--- config.mk ---
export PLATFORM = sky130hd
export DESIGN_NAME = stack_cpu_core
export DESIGN_NICKNAME = d
export VERILOG_FILES = /design/src/rtl/stack_cpu_pkg.sv /design/src/rtl/stack_cpu_core_lifo_stack.sv /design/src/rtl/stack_cpu_core.sv
export SDC_FILE = /design/constraint.sdc
export NUM_CORES = 1
export LEC_CHECK = 0
export CAP_MARGIN = 25
export CORE_MARGIN = 2
export CORE_UTILIZATION = 45
export CTS_CLUSTER_DIAMETER = 100
export DETAILED_ROUTE_END_ITERATION = 10
export GPL_ROUTABILITY_DRIVEN = 0
export GPL_TIMING_DRIVEN = 0
export PLACE_DENSITY = 0.65
export SLEW_MARGIN = 30
export SYNTH_ARGS = -nofsm -noshare
export SYNTH_HDL_FRONTEND = slang
export SYNTH_SLANG_ARGS = --single-unit
--- constraint.sdc ---
create_clock -name clk -period 11.4 [get_ports clk]
set_input_delay 1.14 -clock clk [delete_from_list [all_inputs] [get_ports clk]]
set_output_delay 1.14 -clock clk [all_outputs]
set_load 0.05 [all_outputs]
--- src/rtl/stack_cpu_pkg.sv ---
// Shared types for the stack CPU core: opcodes, controller states and fault codes.
package stack_cpu_pkg;

    typedef enum logic [2:0] {
        OP_ADD  = 3'b000,
        OP_SUB  = 3'b001,
        OP_AND  = 3'b010,
        OP_NOT  = 3'b011,
        OP_PUSH = 3'b100,
        OP_POP  = 3'b101,
        OP_JMP  = 3'b110,
        OP_JZ   = 3'b111
    } opcode_e;

    typedef enum logic [2:0] {
        S_FETCH,
        S_DECODE,
        S_OP1,
        S_OP2,
        S_MEM_RD,
        S_MEM_WR,
        S_FAULT
    } state_e;

    localparam logic [1:0] FAULT_NONE  = 2'b00;
    localparam logic [1:0] FAULT_UNDER = 2'b01;
    localparam logic [1:0] FAULT_OVER  = 2'b10;

endpackage

--- src/rtl/stack_cpu_core_lifo_stack.sv ---
// Parametrised LIFO: push, pop and in-place top rewrite. Top reads as 0 when empty.
// Push and pop are never requested together by the controller.
module lifo_stack #(
    parameter int DATA_W      = 8,
    parameter int STACK_DEPTH = 8
) (
    input  logic                                 clk,
    input  logic                                 rst,
    input  logic                                 push_i,
    input  logic                                 pop_i,
    input  logic                                 wr_top_i,
    input  logic [DATA_W-1:0]                    wdata_i,
    output logic [DATA_W-1:0]                    top_o,
    output logic [$clog2(STACK_DEPTH+1)-1:0]     depth_o,
    output logic                                 full_o,
    output logic                                 empty_o
);
    localparam int DEPTH_W = $clog2(STACK_DEPTH + 1);
    localparam int IDX_W   = $clog2(STACK_DEPTH);

    logic [DEPTH_W-1:0] depth_q;
    logic [IDX_W-1:0]   push_idx;
    logic [IDX_W-1:0]   top_idx;
    logic [DATA_W-1:0]  entry_rd [STACK_DEPTH];

    assign push_idx = IDX_W'(depth_q);
    assign top_idx  = IDX_W'(depth_q - DEPTH_W'(1));

    // One register per entry; written on a push into its slot or a rewrite of the top.
    for (genvar gi = 0; gi < STACK_DEPTH; gi++) begin : gen_entry
        logic [DATA_W-1:0] entry_q;
        always_ff @(posedge clk) begin
            if ((push_i && push_idx == IDX_W'(gi)) || (wr_top_i && top_idx == IDX_W'(gi))) begin
                entry_q <= wdata_i;
            end
        end
        assign entry_rd[gi] = entry_q;
    end

    // Occupancy counter.
    always_ff @(posedge clk) begin
        if (rst) begin
            depth_q <= '0;
        end else if (push_i) begin
            depth_q <= depth_q + DEPTH_W'(1);
        end else if (pop_i) begin
            depth_q <= depth_q - DEPTH_W'(1);
        end
    end

    assign empty_o = (depth_q == '0);
    assign full_o  = (depth_q == DEPTH_W'(STACK_DEPTH));
    assign depth_o = depth_q;
    assign top_o   = empty_o ? '0 : entry_rd[top_idx];

endmodule

--- src/rtl/stack_cpu_core.sv ---
// Multi-cycle stack machine: controller FSM, ALU and LIFO, talking to a unified
// instruction/data memory through a request/ready handshake with wait states.
// Optional trace outputs (trace_pc, trace_ir) exist when STACK_CPU_TRACE_EN is defined.
module stack_cpu_core
    import stack_cpu_pkg::*;
#(
    parameter int DATA_W      = 8,
    parameter int ADDR_W      = 5,
    parameter int STACK_DEPTH = 8
) (
    input  logic                               clk,
    input  logic                               rst,
    input  logic                               run,
    output logic                               mem_req,
    output logic                               mem_we,
    output logic [ADDR_W-1:0]                  mem_addr,
    output logic [DATA_W-1:0]                  mem_wdata,
    input  logic [DATA_W-1:0]                  mem_rdata,
    input  logic                               mem_ready,
    output logic [ADDR_W-1:0]                  pc,
    output logic [$clog2(STACK_DEPTH+1)-1:0]   sp_depth,
    output logic [DATA_W-1:0]                  tos,
    output logic                               retire,
    output logic                               fault,
    output logic [1:0]                         fault_code
`ifdef STACK_CPU_TRACE_EN
    ,
    output logic [ADDR_W-1:0]                  trace_pc,
    output logic [DATA_W-1:0]                  trace_ir
`endif
);
    localparam int DEPTH_W = $clog2(STACK_DEPTH + 1);

    state_e             state_q, state_d;
    logic [ADDR_W-1:0]  pc_q, pc_d;
    logic [DATA_W-1:0]  ir_q, ir_d;
    logic [DATA_W-1:0]  a_q, a_d;
    logic               pend_q, pend_d;
    logic               fault_q, fault_d;
    logic [1:0]         code_q, code_d;
    logic               retire_q, retire_d;

    logic               req_c, we_c;
    logic [ADDR_W-1:0]  addr_c;
    logic [DATA_W-1:0]  wdata_c;
    logic               st_push, st_pop, st_wr_top;
    logic [DATA_W-1:0]  st_wdata, st_top;
    logic [DEPTH_W-1:0] st_depth;
    logic               st_full, st_empty, st_ge2;

    opcode_e            opcode;
    logic [ADDR_W-1:0]  operand;
    logic               unused_ir;

    assign opcode    = opcode_e'(ir_q[DATA_W-1 -: 3]);
    assign operand   = ir_q[ADDR_W-1:0];
    assign unused_ir = ^ir_q;
    assign st_ge2    = (st_depth >= DEPTH_W'(2));

    function automatic logic [DATA_W-1:0] alu(input opcode_e op,
                                              input logic [DATA_W-1:0] a,
                                              input logic [DATA_W-1:0] b);
        case (op)
            OP_SUB:  alu = a - b;
            OP_AND:  alu = a & b;
            default: alu = a + b;
        endcase
    endfunction

    lifo_stack #(
        .DATA_W      (DATA_W),
        .STACK_DEPTH (STACK_DEPTH)
    ) u_stack (
        .clk      (clk),
        .rst      (rst),
        .push_i   (st_push),
        .pop_i    (st_pop),
        .wr_top_i (st_wr_top),
        .wdata_i  (st_wdata),
        .top_o    (st_top),
        .depth_o  (st_depth),
        .full_o   (st_full),
        .empty_o  (st_empty)
    );

    // Controller state and architectural registers.
    always_ff @(posedge clk) begin
        if (rst) begin
            state_q  <= S_FETCH;
            pc_q     <= '0;
            ir_q     <= '0;
            a_q      <= '0;
            pend_q   <= 1'b0;
            fault_q  <= 1'b0;
            code_q   <= FAULT_NONE;
            retire_q <= 1'b0;
        end else begin
            state_q  <= state_d;
            pc_q     <= pc_d;
            ir_q     <= ir_d;
            a_q      <= a_d;
            pend_q   <= pend_d;
            fault_q  <= fault_d;
            code_q   <= code_d;
            retire_q <= retire_d;
        end
    end

    // Next state, memory request and stack commands for the current state.
    always_comb begin
        state_d   = state_q;
        pc_d      = pc_q;
        ir_d      = ir_q;
        a_d       = a_q;
        pend_d    = pend_q;
        fault_d   = fault_q;
        code_d    = code_q;
        retire_d  = 1'b0;
        req_c     = 1'b0;
        we_c      = 1'b0;
        addr_c    = pc_q;
        wdata_c   = '0;
        st_push   = 1'b0;
        st_pop    = 1'b0;
        st_wr_top = 1'b0;
        st_wdata  = '0;

        case (state_q)
            S_FETCH: begin
                // A request already issued stays up until ready, whatever run does.
                req_c = run || pend_q;
                if (req_c) begin
                    if (mem_ready) begin
                        ir_d    = mem_rdata;
                        pc_d    = pc_q + ADDR_W'(1);
                        pend_d  = 1'b0;
                        state_d = S_DECODE;
                    end else begin
                        pend_d = 1'b1;
                    end
                end
            end
            S_DECODE: begin
                case (opcode)
                    OP_ADD, OP_SUB, OP_AND: begin
                        if (!st_ge2) begin
                            fault_d = 1'b1;
                            code_d  = FAULT_UNDER;
                            state_d = S_FAULT;
                        end else begin
                            state_d = S_OP1;
                        end
                    end
                    OP_NOT: begin
                        if (st_empty) begin
                            fault_d = 1'b1;
                            code_d  = FAULT_UNDER;
                            state_d = S_FAULT;
                        end else begin
                            st_wr_top = 1'b1;
                            st_wdata  = ~st_top;
                            retire_d  = 1'b1;
                            state_d   = S_FETCH;
                        end
                    end
                    OP_PUSH: begin
                        if (st_full) begin
                            fault_d = 1'b1;
                            code_d  = FAULT_OVER;
                            state_d = S_FAULT;
                        end else begin
                            state_d = S_MEM_RD;
                        end
                    end
                    OP_POP: begin
                        if (st_empty) begin
                            fault_d = 1'b1;
                            code_d  = FAULT_UNDER;
                            state_d = S_FAULT;
                        end else begin
                            state_d = S_MEM_WR;
                        end
                    end
                    OP_JMP: begin
                        pc_d     = operand;
                        retire_d = 1'b1;
                        state_d  = S_FETCH;
                    end
                    default: begin
                        // JZ: tests the top without popping it.
                        if (st_empty) begin
                            fault_d = 1'b1;
                            code_d  = FAULT_UNDER;
                            state_d = S_FAULT;
                        end else begin
                            if (st_top == '0) begin
                                pc_d = operand;
                            end
                            retire_d = 1'b1;
                            state_d  = S_FETCH;
                        end
                    end
                endcase
            end
            S_OP1: begin
                // Latch the first operand and expose the second as the new top.
                a_d     = st_top;
                st_pop  = 1'b1;
                state_d = S_OP2;
            end
            S_OP2: begin
                st_wr_top = 1'b1;
                st_wdata  = alu(opcode, a_q, st_top);
                retire_d  = 1'b1;
                state_d   = S_FETCH;
            end
            S_MEM_RD: begin
                req_c  = 1'b1;
                addr_c = operand;
                if (mem_ready) begin
                    st_push  = 1'b1;
                    st_wdata = mem_rdata;
                    retire_d = 1'b1;
                    state_d  = S_FETCH;
                end
            end
            S_MEM_WR: begin
                req_c   = 1'b1;
                we_c    = 1'b1;
                addr_c  = operand;
                wdata_c = st_top;
                if (mem_ready) begin
                    st_pop   = 1'b1;
                    retire_d = 1'b1;
                    state_d  = S_FETCH;
                end
            end
            S_FAULT: begin
                state_d = S_FAULT;
            end
            default: begin
                state_d = S_FETCH;
            end
        endcase
    end

    assign mem_req    = req_c && !rst;
    assign mem_we     = we_c && !rst;
    assign mem_addr   = addr_c;
    assign mem_wdata  = wdata_c;
    assign pc         = pc_q;
    assign sp_depth   = st_depth;
    assign tos        = st_top;
    assign retire     = retire_q;
    assign fault      = fault_q;
    assign fault_code = code_q;

`ifdef STACK_CPU_TRACE_EN
    logic [ADDR_W-1:0] fetch_pc_q;
    logic [ADDR_W-1:0] trace_pc_q;
    logic [DATA_W-1:0] trace_ir_q;

    // Remember where the current instruction came from; publish it when it retires.
    always_ff @(posedge clk) begin
        if (rst) begin
            fetch_pc_q <= '0;
            trace_pc_q <= '0;
            trace_ir_q <= '0;
        end else begin
            if (state_q == S_FETCH && req_c && mem_ready) begin
                fetch_pc_q <= pc_q;
            end
            if (retire_d) begin
                trace_pc_q <= fetch_pc_q;
                trace_ir_q <= ir_q;
            end
        end
    end

    assign trace_pc = trace_pc_q;
    assign trace_ir = trace_ir_q;
`endif

endmodule

==> flow_summary.ini, run 1 <==
[global_route]
gr-total-overflow = 0
antenna_found_initial = 0
grt_pass1_vias = 3612
grt_usage = 0.2176
grt_pass1_wl_um = 19490
grt_max_degree = 21

[die]
dieArea_um2 = 12140
fp.dieW_um = 110.2
row_count = 38
pin_count = 48
die_h_um = 110.2
core_um2 = 10940
initial_core_util = 0.4641

[detailed_routing]
drt_iter0_drc = 239
drt-total-wl_um = 12400
routed_via_density = 5.803
vias = 3766
first_pass_iters = 5
drc_errors = 0
wire_per_inst_um = 19.10
detail-route-antenna-nets = 0

[sta]
fin_skew_ns = 0.005505
fin_tns_setup_ns = 0
rsz0062_at_grt = false
fin_crit_sh = 0.4958
tightest_slew_ns = 0.8968
drv_slew = 0
max_slew_margin = 0.3981
hold_viol_final = 0
fin_crit_ns = 5.652
clock.fmax_mhz = 176.9
finalSetupViolations = 0

[synthesis]
ys_ff_latch = 97
synth_warnings = 0
postSynthAreaPerCell_um2 = 11.35
synth.net_count = 478
synth-edff-count = 64
synthFlopType = edfxtp_1
async_reset_ff_frac = 0
ys_types = 62
synth_seq_area_share = 0.5089
synth_area_um2 = 5075
synthCells = 447

[clock_network]
h-tree-depth = 3
root_buffer = clkbuf_16
clock-sinks = 97
clock_path_buffers = 2
cts_resized = 0
holdBufCountCts = 0
path_clk_slew_ns = 0.07
cts_buffers = 9
clk_latency_ns = 0.35
post_cts_buffers = 0
cts_tree = built

[pwr]
power.density_nw_per_um2 = 218.2
p_leak_nw = 2.070
ir_drop_mv = 0.1361

[run]
cap_violations = 0

[min_path]
min_path_type = reg2reg

[setup_path]
crit_arrival_ns = 5.69
path_common_cell = ha_1
cp_top_family = compound AO/OA/AOI/OAI gates
path_max_fanout = 10
path_cells = buf_6, buf_6, inv_1, ha_1, buf_2, buf_2, mux4_2, mux2i_1, or2_2, ha_1, nor2_1, xnor2_1, ha_1, nor2b_1, o21ai_0, nand2b_1, a21o_1, a21oi_1, xnor2_1, a21oi_1, o21ai_0
start_kind = flop
cp_num_buf_inv = 5
crit_required_ns = 11.44
critPathSlowestCell = o21ai_0
crit_path_max_incr_delay_ns = 0.65
endpoint_kind = flop
critPathKind = reg2reg

[status]
status = finished, final reports clean

[final_layout]
final_nets = 535
design_area_um2 = 6026
fin_util = 0.5510
drive_gt1_frac = 0.1120
area_delta_synth_final_pct = 18.74
instances_no_fill = 649
antennaDiodeCount = 0
n_fill_cell = 976

[placed_design]
detailed_place.area_um2 = 5725
place_inst = 633
port_buffers = 46
hpwl_um = 8968
## path summary, 6_finish.rpt
| kind | start | end | depth (start not counted) | slack, ns |
|---|---|---|---|---|
| setup / recovery | u_stack.depth_o[0] | u_stack.gen_entry[2].entry_q[6] | 21 | 5.75 |
| hold / removal | fault_code[1] | fault_code[1] | 2 | 0.46 |
| setup reg to reg | u_stack.depth_o[0] | u_stack.gen_entry[2].entry_q[6] | 21 | 5.75 |
| hold reg to reg | fault_code[1] | fault_code[1] | 2 | 0.46 |
## layout make-up
type,instances,area (µm²),share of cell area
flip-flops and latches,97,2582,0.4286
multi-input cells,314,2346,0.3893
repair buffers,46,460.4,0.07641
clock buffers,9,225.2,0.03738
well taps,140,175.2,0.02907
plain buffers,26,123.9,0.02056
clock inverters,7,75.07,0.01246
inverters,10,37.54,0.006229
## layer usage
layer	wire, µm	part of all wire	track usage
met5	0	0	0
met1	5634	0.45	0.2951
met3	862	0.070	0.05232
met2	5594	0.45	0.3352
met4	305	0.025	0.09196
## kinds of logic (layout without fill, tap and decap cells)
kind of cell,after synthesis,after routing,share of synthesized area
simple gates,144,144,0.1405
compound gates,98,98,0.1211
flops,97,97,0.5089
mux,39,39,0.1215
buf+inv,36,98,0.03180
fa+ha+maj,19,19,0.04832
xor+xnor,14,14,0.02786
## metrics by stage
step | setup WS [ns] | total power [mW] | hold WS [ns]
after floorplan | 6.112 | 0.8627 | 0.4492
after global placement | 5.859 | 1.007 | 0.4461
after detailed placement | 5.711 | 1.019 | 0.4621
after CTS | 5.688 | 1.323 | 0.4718
after global routing | 5.307 | 1.392 | 0.5009
final | 5.748 | 1.315 | 0.4617
## layout by cell type (no fill, tap or decap), types with 5 or more instances in the layout
master / count
clkdlybuf4s50_1: 46
clkbuf_16: 9
o21ai_1: 6
nand2_1: 33
mux4_2: 13
nand3_1: 7
edfxtp_1: 64
mux2i_1: 16
a31oi_1: 9
nor2b_1: 5
nor3_1: 11
nor2_1: 49
ha_1: 18
o21ai_0: 18
xnor2_1: 8
inv_1: 10
dfxtp_1: 33
mux2_2: 5
clkbuf_1: 18
a22oi_1: 6
xor2_1: 5
a21oi_1: 34
## worst min-delay path, cell delays in order (launching register included)
cell     delay, ns
dfxtp_1       0.31
nand2_1       0.05
a21oi_1       0.05
## where the power goes
group | total (mW) | switching (mW) | internal [mW]
Combinational | 0.614 | 0.375 | 0.239
Sequential | 0.399 | 0.0120 | 0.387
Clock | 0.302 | 0.146 | 0.156
## state kept, by name, summed over array words and instances, names as in the netlist
| register | flops |
|---|---|
| u_stack.depth_o | 4 |
| fault_code | 2 |
| fault | 1 |
| pc | 5 |
| ir_q | 8 |
| state_q | 3 |
| pend_q | 1 |
| retire | 1 |
| u_stack.gen_entry.entry_q | 64 |
| a_q | 8 |
## cell usage after synthesis (4+ instances only)
| master | n | area share |
|---|---|---|
| ha_1 | 18 | 0.044 |
| nand2b_1 | 4 | 0.0049 |
| o21ai_1 | 5 | 0.0049 |
| edfxtp_1 | 64 | 0.38 |
| o21ai_0 | 19 | 0.019 |
| mux2i_1 | 16 | 0.032 |
| inv_1 | 10 | 0.0074 |
| a22oi_1 | 6 | 0.0089 |
| a211oi_1 | 4 | 0.0059 |
| nand3_1 | 7 | 0.0069 |
| clkbuf_1 | 18 | 0.013 |
| nand2_1 | 33 | 0.024 |
| nor2_1 | 49 | 0.036 |
| a21oi_1 | 34 | 0.034 |
| mux2_2 | 5 | 0.011 |
| dfxtp_1 | 33 | 0.13 |
| xnor2_1 | 8 | 0.014 |
| or2_2 | 4 | 0.0049 |
| or3_1 | 4 | 0.0049 |
| nor3_1 | 11 | 0.011 |
| xor2_1 | 5 | 0.0086 |
| nor2b_1 | 5 | 0.0062 |
| a31oi_1 | 9 | 0.011 |
| a22o_1 | 4 | 0.0069 |
| and2_1 | 4 | 0.0049 |
| mux4_2 | 13 | 0.058 |
Power figures use the tool's default switching activity.
==> run 2: changes to the inputs <==
- clock period: 11.4 -> 5.5 ns (I/O delays scaled with it)
==> run 2 against run 1 <==
  * Worst hold slack about the same
  * Critical path depth down 1
  * Routed wire length up 0.77%
  * First-iteration DRC count down 6.3%
  * Count of clock-buffer cells in the layout unchanged
  * Global-route usage about the same
  * Clock skew about the same
  * Sequential share of layout area down 0.17 points
  * Critical endpoint is now u_stack.gen_entry[3].entry_q[7]
==> flow_summary.ini, run 2 (synthesis gave the netlist of run 1 again) <==
[final_layout]
area_delta_synth_final_pct = 19.26
largest-register = u_stack.gen_entry.entry_q
n_fill_cell = 977
drive_gt1_frac = 0.1218
design_area_um2 = 6052
antennaDiodeCount = 0
fin_util = 0.5534
largest_reg_flops = 64
final_nets = 535
layout_common_cells = edfxtp_1, nor2_1, clkdlybuf4s50_1
mostFrequentLayoutCell = edfxtp_1
reg.largest.list = u_stack.gen_entry.entry_q x64, a_q x8, ir_q x8

[die]
dieArea_um2 = 12140
pin_count = 48
core_um2 = 10940
initial_core_util = 0.4641
row_count = 38
fp.dieW_um = 110.2
die_h_um = 110.2

[detailed_routing]
drc_errors = 0
routed_via_density = 5.835
wire_per_inst_um = 19.25
detail-route-antenna-nets = 0
drt-total-wl_um = 12490
first_pass_iters = 6
vias = 3787
drt_iter0_drc = 224

[clock_network]
cts_buffers = 9
clk_latency_ns = 0.35
holdBufCountCts = 0
path_clk_slew_ns = 0.07
cts_tree = built
root_buffer = clkbuf_16
clock_path_buffers = 2
h-tree-depth = 3
clock-sinks = 97

[pwr]
ir_drop_mv = 0.2777
p_leak_nw = 2.067
finalPower_mw = 2.751
power.density_nw_per_um2 = 454.5

[global_route]
antenna_found_initial = 0
grt_pass1_vias = 3618
gr-total-overflow = 0
grt_pass1_wl_um = 19510
grt_usage = 0.2179
grt_max_degree = 21

[setup_path]
path_max_fanout = 10
critPathKind = reg2reg
critPathSlowestCell = dfxtp_2
cp_num_buf_inv = 5
r2r_slack_ns = 0.27
r2r-start = u_stack.depth_o[0]
crit_path_max_incr_delay_ns = 0.42
critical_path_depth = 20
crit_required_ns = 5.57
r2r-end = u_stack.gen_entry[3].entry_q[7]
cp_top_family = compound AO/OA/AOI/OAI gates
endpoint_kind = flop
cp-startpoint = u_stack.depth_o[0]
crit_arrival_ns = 5.30
start_kind = flop
path_common_cell = ha_1
critPathCapture = u_stack.gen_entry[3].entry_q[7]
reg2regPathDepth = 20
path_cells = buf_6, buf_6, inv_1, ha_1, buf_2, clkbuf_4, mux4_2, mux2i_2, or2_2, ha_1, a21oi_1, ha_1, nor2b_1, o2111ai_1, nand3_1, o41ai_1, xor2_1, a21oi_1, a211oi_2, o21ai_4

[sta]
max_slew_margin = 0.3652
finalSetupViolations = 0
drv_slew = 0
timing.final.ws_setup_ns = 0.2689
tightest_slew_ns = 0.9423
fin_crit_sh = 0.9511
fin_tns_setup_ns = 0
fin_skew_ns = 0.005646
clock.fmax_mhz = 191.2
hold_viol_final = 0
fin_crit_ns = 5.231
rsz0062_at_grt = false

[status]
status = finished, final reports clean

[placed_design]
port_buffers = 46
post-place-ws_ns = -0.1885
detailed_place.area_um2 = 5725
hpwl_um = 8968

[min_path]
hold_depth = 2
min_path_type = reg2reg

[run]
cap_violations = 0
-- run 2: per-stage QoR --
step                      hold WS, ns  cells
after floorplan                0.4492    447
after global placement         0.4461    633
final                          0.4617    649
after global routing           0.5009    649
after CTS                      0.4718    649
after detailed placement       0.4621    633
-- run 2: layer usage --
metal,vias up,track usage,share of wire
met3,28,0.05173,0.073
met4,0,0.09196,0.027
li1,1794,-,-
met2,123,0.3348,0.45
met1,1842,0.2968,0.45
met5,-,0,0
-- run 2: worst min path at each step --
stage	from	endpoint	slack, ns
floorplan	a_q[6]	a_q[6]	0.45
detailed placement	fault_code[1]	fault_code[1]	0.46
CTS	fault_code[1]	fault_code[1]	0.47
global route	fault_code[1]	fault_code[1]	0.50
global placement	fault_code[0]	fault_code[0]	0.45
finish	fault_code[1]	fault_code[1]	0.46
-- run 2: report_power, final --
| part | internal (mW) | total (mW) | leakage, nW | switching [mW] |
|---|---|---|---|---|
| Combinational | 0.502 | 1.30 | 1.07 | 0.793 |
| Sequential | 0.803 | 0.828 | 0.847 | 0.0249 |
| Clock | 0.323 | 0.627 | 0.145 | 0.305 |
| Total | 1.63 | 2.75 | 2.07 | 1.12 |
-- run 2: worst min-delay path, stage by stage, from the launching register on --
cell and delay [ns]:
dfxtp_1 0.31, nand2_1 0.05, a21oi_1 0.05
-- run 2: layout make-up --
cell class / count / area, µm² / share of cell area
timing repair buffer: 46 / 460.4 / 0.07608
inverter: 10 / 37.54 / 0.006202
clock buffer: 9 / 225.2 / 0.03721
tap: 140 / 175.2 / 0.02894
multi-input combinational: 314 / 2369 / 0.3914
clock inverter: 7 / 75.07 / 0.01240
sequential: 97 / 2584 / 0.4269
buffer: 26 / 126.4 / 0.02088
-- run 2: what timing repair did --
| action | 4_1_cts | 5_1_grt |
|---|---|---|
| setup endpoints to repair | 16 | 40 |
| resized for setup | 3 | 6 |
| buffers inserted | 0 | 0 |
